## config.mk

```make
export PLATFORM = sky130hd
export DESIGN_NAME = wav_sel_xfade
export DESIGN_NICKNAME = d
export VERILOG_FILES = /design/src/rtl/wav_sel_xfade.sv
export SDC_FILE = /design/constraint.sdc
export NUM_CORES = 1
export LEC_CHECK = 0
export ABC_CLOCK_PERIOD_IN_PS = 11400
export CAP_MARGIN = 20
export CORE_ASPECT_RATIO = 1.2
export CORE_MARGIN = 1.5
export CORE_UTILIZATION = 36
export CTS_CLUSTER_SIZE = 20
export DETAILED_ROUTE_END_ITERATION = 10
export PLACE_DENSITY = 0.54
export SYNTH_ARGS = -nofsm -noshare
export SYNTH_HDL_FRONTEND = slang
export SYNTH_SLANG_ARGS = --single-unit
export TNS_END_PERCENT = 100
```

## constraint.sdc

```tcl
create_clock -name clk -period 11.4 [get_ports clk]
set_input_delay 2.28 -clock clk [delete_from_list [all_inputs] [get_ports clk]]
set_output_delay 2.28 -clock clk [all_outputs]
set_load 0.005 [all_outputs]
```

## src/rtl/wav_sel_xfade.sv

```systemverilog
// Waveform selector: debounced next/prev buttons pick one of NUM_WAV oscillator
// samples; a change of selection is crossfaded linearly over 2**XF_LOG2 samples.
module wav_sel_xfade #(
  parameter int WIDTH   = 8,
  parameter int NUM_WAV = 4,
  parameter int DEB_CYC = 16,
  parameter int XF_LOG2 = 4
) (
  input  logic                       clk,
  input  logic                       rst,
  input  logic                       sample_en,
  input  logic [NUM_WAV*WIDTH-1:0]   wav_bus,
  input  logic                       btn_next,
  input  logic                       btn_prev,
  output logic [WIDTH-1:0]           wav_out,
  output logic [$clog2(NUM_WAV)-1:0] sel,
  output logic                       busy
);

  localparam int SEL_W = $clog2(NUM_WAV);
  localparam int CNT_W = (DEB_CYC < 2) ? 1 : $clog2(DEB_CYC);
  localparam int AW    = WIDTH + XF_LOG2 + 1;
  localparam logic [SEL_W-1:0] SEL_MAX = SEL_W'(NUM_WAV - 1);
  localparam logic [CNT_W-1:0] CNT_MAX = CNT_W'(DEB_CYC - 1);
  localparam logic [AW-1:0]    N_W     = AW'(1) << XF_LOG2;

  typedef enum logic {IDLE, FADE} state_t;

  logic [WIDTH-1:0] wav_arr [NUM_WAV];
  logic [1:0]       btn_raw;
  logic [1:0]       press;

  assign btn_raw = {btn_prev, btn_next};

  genvar gi;
  generate
    for (gi = 0; gi < NUM_WAV; gi++) begin : g_unpack
      assign wav_arr[gi] = wav_bus[gi*WIDTH +: WIDTH];
    end

    // Index 0 is next, index 1 is prev.
    for (gi = 0; gi < 2; gi++) begin : g_deb
      logic [1:0]       sync_reg;
      logic [CNT_W-1:0] cnt_reg;
      logic             level_reg;
      logic             level_d_reg;

      always_ff @(posedge clk or posedge rst) begin
        if (rst) begin
          sync_reg    <= '0;
          cnt_reg     <= '0;
          level_reg   <= 1'b0;
          level_d_reg <= 1'b0;
        end else begin
          sync_reg    <= {sync_reg[0], btn_raw[gi]};
          level_d_reg <= level_reg;
          // Any cycle where the synced input agrees with the level restarts the count.
          if (sync_reg[1] != level_reg) begin
            if (cnt_reg == CNT_MAX) begin
              level_reg <= sync_reg[1];
              cnt_reg   <= '0;
            end else begin
              cnt_reg <= cnt_reg + 1'b1;
            end
          end else begin
            cnt_reg <= '0;
          end
        end
      end

      assign press[gi] = level_reg & ~level_d_reg;
    end
  endgenerate

  state_t             state_reg, state_next;
  logic [SEL_W-1:0]   sel_reg, sel_next;
  logic [SEL_W-1:0]   old_sel_reg, old_sel_next;
  logic [XF_LOG2-1:0] k_reg, k_next;
  logic               busy_reg, busy_next;
  logic [WIDTH-1:0]   wav_out_reg, wav_out_next;

  logic [AW-1:0]      step;
  logic [AW-1:0]      mix_sum;
  logic [SEL_W-1:0]   sel_inc, sel_dec;

  assign step    = AW'(k_reg) + AW'(1);
  assign mix_sum = AW'(wav_arr[old_sel_reg]) * (N_W - step) + AW'(wav_arr[sel_reg]) * step;
  assign sel_inc = (sel_reg == SEL_MAX) ? '0 : sel_reg + 1'b1;
  assign sel_dec = (sel_reg == '0) ? SEL_MAX : sel_reg - 1'b1;

  always_ff @(posedge clk or posedge rst) begin
    if (rst) begin
      state_reg   <= IDLE;
      sel_reg     <= '0;
      old_sel_reg <= '0;
      k_reg       <= '0;
      busy_reg    <= 1'b0;
      wav_out_reg <= '0;
    end else begin
      state_reg   <= state_next;
      sel_reg     <= sel_next;
      old_sel_reg <= old_sel_next;
      k_reg       <= k_next;
      busy_reg    <= busy_next;
      wav_out_reg <= wav_out_next;
    end
  end

  always_comb begin
    state_next   = state_reg;
    sel_next     = sel_reg;
    old_sel_next = old_sel_reg;
    k_next       = k_reg;
    busy_next    = busy_reg;
    wav_out_next = wav_out_reg;
    case (state_reg)
      IDLE: begin
        // A strobe coinciding with acceptance still plays the old selection.
        if (sample_en) wav_out_next = wav_arr[sel_reg];
        if (press[0] ^ press[1]) begin
          old_sel_next = sel_reg;
          sel_next     = press[0] ? sel_inc : sel_dec;
          k_next       = '0;
          busy_next    = 1'b1;
          state_next   = FADE;
        end
      end
      FADE: begin
        if (sample_en) begin
          k_next       = k_reg + 1'b1;
          wav_out_next = mix_sum[XF_LOG2 +: WIDTH];
          if (k_reg == '1) begin
            busy_next  = 1'b0;
            state_next = IDLE;
          end
        end
      end
      default: state_next = IDLE;
    endcase
  end

  assign wav_out = wav_out_reg;
  assign sel     = sel_reg;
  assign busy    = busy_reg;

endmodule

```

# --- Yosys cells after proc, flatten, opt, wreduce, memory -nomap -nowiden ---
# Cells that the tools add are included.
totals:
  register_bits: 34
  output_inout_bits: 11
  word_cells: 78
op_classes:
  mul: 2
  order_cmp: 2
  reduce_logical: 7
  n_addsub: 8
  muxes: 27
  eq_ne: 10
  bitwise_logic: 8
ops:
  columns: ["op", "n"]
  rows:
  - ["two-way mux 8 bit", 6]
  - ["binary-select mux 8 bit (select 2 bit)", 2]
  - ["two-way mux 4 bit", 6]
  - ["case mux 8 bit (2 select lines)", 1]
  - ["adder 12 bit", 1]
  - ["adder 4 x 1 -> 4 bit (second input constant)", 3]
  - ["equality test 4 bit (second input constant)", 3]
  - ["multiplier 8 x 5 -> 12 bit", 1]
  - ["multiplier 9 x 6 -> 12 bit", 1]
  - ["AND reduction 2 bit", 5]
  - ["case mux 4 bit (2 select lines)", 1]
  - [">= comparator 3 bit (second input constant)", 2]
  - ["two-way mux 1 bit", 6]
  - ["two-way mux 2 bit", 3]
  - ["!= test 2 bit (second input constant)", 3]
  - ["NOT 2 -> 3 bit", 2]
  - ["subtractor 5 x 5 -> 6 bit (first input constant)", 1]
  - ["adder 4 x 1 -> 5 bit (second input constant)", 1]
  - ["case mux 1 bit (2 select lines)", 2]
  - ["NOT 1 bit", 3]
  - ["AND reduction 3 bit", 1]
  - ["adder 2 x 1 -> 2 bit (second input constant)", 1]
  - ["AND 1 bit", 2]
  - ["equality test 2 bit (second input constant)", 1]
  - ["5 further kinds", 6]

# --- Depth between registers and ports, before layout ---
depth:
  depth_word: 8
  mapped_depth: 23
  depth_no_buf: 22

# --- Worst setup path after synthesis ---
# Ideal clock, no wire load.
synth_timing:
  kind: "input to register"
  from: "input port wav_bus[27]"
  to: "register wav_out_reg[7] (netlist: wav_out[7])"
  arrival_ns: 7.258
  path_stages: 18
  setup_slack_ns: 4.004
  cell_sequence: "mux2_2 -> o21ai_0 -> nor2_1 -> fa_1 -> fa_1 -> fa_1 -> fa_1 -> inv_1 -> fa_1 -> inv_1 -> ha_1 -> and3_1 -> and3_1 -> a221oi_4 -> nor2b_2 -> a311oi_2 -> xnor2_1 -> o221ai_2"
synth_between:
  elab_chain_len: 7
synth_rtl:
  columns: ["item", "line_no", "source"]
  rows:
  - ["start, declared", "12", "input logic [NUM_WAV*WIDTH-1:0] wav_bus,"]
  - ["binary-select mux 8 bit (select 2 bit)", "87", "assign mix_sum = AW'(wav_arr[old_sel_reg]) * (N_W - step) + AW'(wav_arr[sel_reg]) * step;"]
  - ["two-way mux 8 bit (not written as such) (2 in a row)", "87", null]
  - ["multiplier 9 x 6 -> 12 bit or multiplier 8 x 5 -> 12 bit (tied branches)", "87", null]
  - ["adder 12 bit (*)", "87", null]
  - ["two-way mux 8 bit (*)", "129", "if (sample_en) begin"]
  - ["case mux 8 bit (2 select lines) (*)", "116", "case (state_reg)"]
  - ["end signal, assigned", "105", "wav_out_reg <= wav_out_next;"]
  - ["end, declared", "80", "logic [WIDTH-1:0] wav_out_reg, wav_out_next;"]
# Mark *: on every way between the ends. The rest lies on a longest branch, timed or not. The select of a mux whose other input is x is not followed.
# A chain may end at the register's enable or synchronous reset.

# --- Worst setup path after layout ---
# Ends and elaborated chain as after synthesis.

==> metrics list <==
- Total iterations of the first detailed-routing run: 4
* Fin util: 0.433
* Unrepaired setup endpoints after global routing: false
- After detailed routing, the number of remaining DRC violations is 0.
- Warnings from Yosys: 0
- The wire-length estimate of the detail-placed layout is 8.64 mm.
- Required time of the critical path: 11.53 ns
- Footprint of the multi-input gates: 3390 um^2
* Number of fillers in the final layout: 1,223
- Clock group share of total power: 0.131
- A synthesized cell averages 9.97 um^2.
- The number of failing hold endpoints at the final stage is 0.
- In this run the worst setup path terminates at wav_out[7].
* Drt wl/cell: 15.8 um
* Area of all sequential standard cells: 851 um^2
- Yosys reg bits: 34
- Horiz. Die Dim: 106 um
- Dividing the final minimum period by the clock period gives 0.704.
- Initial antenna violation count: 0
- Chip height: 127 um
- PortBufs: 47
- Flop2flop setup slack: 4.28 ns
- STA classifies the critical path endpoint as a flop.
- The number of antenna diodes in the final layout is 0.
- IR analysis of the VDD net gives a maximum drop of 0.175 mV.
- Synthesis handed over a netlist of 462 instances.
* Count of antenna-violating nets left after detailed routing: 0
- Post-synthesis net count: 597
- During I/O placement, the number of pins put on the boundary was 48.
- Vias after detailed routing: 3,367
- After detailed routing, the number of vias per cell comes to 5.03.
- TritonCTS built the clock tree.
- The design draws 1380 uW.
- Clk Tree Root Cell: sky130_fd_sc_hd__clkbuf_16
- The area growth from synthesis to layout is 18.1%.
- Leakage: 0.00250 uW
* Summed negative setup slack over all endpoints: 0 ns
* Maximum number of pins on one net before global-route repair: 35
* Vias in the first global route: 3,668
* Fraction of power consumed by sequential logic: 0.100
- Fmax: 0.125 GHz
* Final-report setup violation count: 0
* Total routed wirelength: 10.6 mm
* Final Cell Area: 5440 um^2
* Clock edge transition at the registers on the reported setup and hold paths: 0.06 ns
- In the final design database the tool counted 639 nets.
* Global placer's final weighted congestion: 0.795
- The min-delay analysis places its worst path in the category flop to flop.
- First-pass GRT wire length: 18.0 mm
- WS Path Type: input pin to flop
* Depth of the worst register-to-register path: 22
- The run finished with clean final reports.
- For this configuration, the core starts out at a cell density of 0.367.
- The worst register-to-register path ends at wav_out[7].
- Number of buffers inserted by hold repair at cts: 0
- Remaining Overflow, GRT: 0
- Of all flip-flops after synthesis, the portion carrying an async set or reset was 1.00.
* Maximum fanout along the worst path: 6
- Crit Reg-Reg Startpoint: k_reg[0]
- Headroom to the max-slew limit came out at 0.371.
* Worst-skew pair later-pin latency: 0.27 ns
- Share of post-route cells with drive strength above 1: 0.0653
* Maximum level of the CTS H-tree: 2
- The die covers 13,500 um^2.
* Proportion of power drawn by combinational gates: 0.769
- Number of different library cells in the post-synthesis netlist: 41
- Power spread over the standard cell area amounts to 253 nW/um^2.
- The floorplan step defined a core boundary enclosing 12,600 um^2.
- Sequential area share after synthesis: 0.185
- The worst path in the final design needs a cycle of 8.03 ns, including I/O delays and setup.
* Primary FF master, synth: sky130_fd_sc_hd__dfrtp_1
- After floorplanning, the core was divided into 45 placement rows.
- Arrival time worst endpoint: 8.16 ns
* Switching power summed over all nets: 621 uW
- After detailed placement, the total cell area comes to 5240 um^2.
- The most critical setup path has its startpoint at wav_bus[27].
* Count of flip-flops with a built-in enable after synthesis: 0
* Number of sinks driven by the clock tree: 34
- Pint: 756 uW
- For this block, the initial DRC count from the detailed router was 143.
- GRT Util Overall: 0.171
* Type of origin of the critical path: input pin
- For the pin with the worst max-slew slack, the measured transition is 0.917 ns.
- Maximum number of buffers from clock root to sink: 2
- The count of pins over their slew limit was 0.
- The clock arrives with 0.00504 ns of skew.
- Of the total power, the share spent switching nets is 0.451.
- In this run the cell area of the synthesized design comes to 4610 um^2.
- Once the clock tree was built, the resizer swapped 0 gates to a different size.
- Number of clock buffers inserted by TritonCTS: 5
- Post-CTS setup-driven buffer insertion count: 0
- Count of max-cap constraint violations: 0
## stage by stage
step,cells,hold WS [ns],setup WS (ns)
4_1_cts,669,0.363,3.38
6_report,669,0.361,3.37
3_5_place_dp,661,0.350,3.09
3_3_place_gp,661,0.333,3.21
2_1_floorplan,462,0.331,4.00
5_1_grt,669,0.377,3.13
## final cells by class
type | count | share of cell area
Inverter | 79 | 0.0545
Clock buffer | 6 | 0.0255
Sequential cell | 34 | 0.156
Tap cell | 164 | 0.0377
Timing Repair Buffer | 50 | 0.0907
Clock inverter | 2 | 0.0110
Multi-Input combinational cell | 334 | 0.624
## Yosys cell counts, types with 3 or more instances
cell	instances	area share
sky130_fd_sc_hd__ha_1	40	0.11
sky130_fd_sc_hd__fa_1	58	0.25
sky130_fd_sc_hd__nor2b_1	22	0.030
sky130_fd_sc_hd__and2_2	3	0.0049
sky130_fd_sc_hd__xnor2_1	18	0.034
sky130_fd_sc_hd__nand4b_1	3	0.0057
sky130_fd_sc_hd__and2_1	24	0.033
sky130_fd_sc_hd__o21ai_0	18	0.020
sky130_fd_sc_hd__mux4_2	8	0.039
sky130_fd_sc_hd__mux2i_1	6	0.013
sky130_fd_sc_hd__mux2_2	5	0.012
sky130_fd_sc_hd__inv_1	79	0.064
sky130_fd_sc_hd__nand3_1	7	0.0076
sky130_fd_sc_hd__dfrtp_1	34	0.18
sky130_fd_sc_hd__clkbuf_1	12	0.0098
sky130_fd_sc_hd__nor2_1	26	0.021
sky130_fd_sc_hd__nand2b_1	6	0.0082
sky130_fd_sc_hd__mux4_1	7	0.040
sky130_fd_sc_hd__nand2_1	39	0.032
sky130_fd_sc_hd__xor2_1	6	0.011
sky130_fd_sc_hd__a31oi_1	3	0.0041
sky130_fd_sc_hd__o22ai_1	3	0.0041
sky130_fd_sc_hd__and3_1	3	0.0041
sky130_fd_sc_hd__a21oi_1	12	0.013
## critical path, stage by stage
cell and delay [ns]:
sky130_fd_sc_hd__clkdlybuf4s50_1 0.42, sky130_fd_sc_hd__mux2_2 0.28, sky130_fd_sc_hd__o21ai_0 0.61, sky130_fd_sc_hd__nor2_1 0.16, sky130_fd_sc_hd__fa_1 0.52, sky130_fd_sc_hd__fa_1 0.52
sky130_fd_sc_hd__fa_1 0.52, sky130_fd_sc_hd__fa_1 0.55, sky130_fd_sc_hd__inv_1 0.05, sky130_fd_sc_hd__fa_1 0.52, sky130_fd_sc_hd__inv_1 0.04, sky130_fd_sc_hd__ha_1 0.34
sky130_fd_sc_hd__a21oi_1 0.13, sky130_fd_sc_hd__o21ai_0 0.18, sky130_fd_sc_hd__a221oi_4 0.37, sky130_fd_sc_hd__nor2b_2 0.10, sky130_fd_sc_hd__a311oi_2 0.29, sky130_fd_sc_hd__xnor2_1 0.16
sky130_fd_sc_hd__o221ai_2 0.10
## power groups by stage
stage	Sequential (uW)	Clock (uW)	Combinational [uW]
after floorplan	138	0	846
after global placement	140	0	1060
after detailed placement	140	0	1070
after CTS	138	184	1080
after global routing	140	190	1220
final	138	180	1060
## placed cells by master, fill, tap and decap left out, drive strengths merged
| cell | instances |
|---|---|
| o21ai | 19 |
| and4b | 1 |
| clkbuf | 6 |
| clkdlybuf4s50 | 47 |
| nor2 | 26 |
| buf | 3 |
| inv | 79 |
| nand3b | 1 |
| xnor3 | 1 |
| nand4b | 3 |
| nand2 | 39 |
| o22ai | 3 |
| o311ai | 1 |
| a21o | 1 |
| o221ai | 1 |
| and3 | 3 |
| dfrtp | 34 |
| xor2 | 6 |
| nand2b | 6 |
| mux2 | 5 |
| nand3 | 7 |
| a221oi | 1 |
| ha | 40 |
| xnor2 | 18 |
| and2 | 28 |
| mux2i | 6 |
| nor3 | 2 |
| bufinv | 2 |
| fa | 58 |
| mux4 | 15 |
| nor2b | 23 |
| nor3b | 2 |
| a31oi | 3 |
| a311oi | 3 |
| a21oi | 12 |
## worst min-delay path by stage
stage	startpoint	endpoint	slack (ns)	cells past startpoint
2_1_floorplan	g_deb[0].sync_reg[0]	g_deb[0].sync_reg[1]	0.33	0
4_1_cts	g_deb[0].sync_reg[0]	g_deb[0].sync_reg[1]	0.36	0
6_report	g_deb[0].sync_reg[0]	g_deb[0].sync_reg[1]	0.36	0
5_1_grt	g_deb[0].sync_reg[0]	g_deb[0].sync_reg[1]	0.38	0
3_5_place_dp	g_deb[0].sync_reg[0]	g_deb[0].sync_reg[1]	0.35	0
3_3_place_gp	g_deb[0].sync_reg[0]	g_deb[0].sync_reg[1]	0.33	0
## cells by family (layout without fill, tap and decap cells)
kind of cell             after synthesis  count (layout)  synth area share
flip-flops                            34              34             0.185
AO/OA/AOI/OAI                         44              44            0.0622
buffers and inverters                 94             137            0.0785
multiplexers                          26              26             0.104
XOR/XNOR                              25              25            0.0505
AND/OR/NAND/NOR                      141             141             0.159
adder cells (fa/ha/maj)               98              98             0.361
## per-layer routing
metal / global-route usage / vias up / wire [um]
met5: 0 / - / 0
met4: 0.0413 / 0 / 229
met3: 0.0242 / 18 / 370
met2: 0.309 / 80 / 5550
met1: 0.214 / 1696 / 4420
li1: - / 1573 / -
Note: power is estimated with default switching activity, not from simulation.
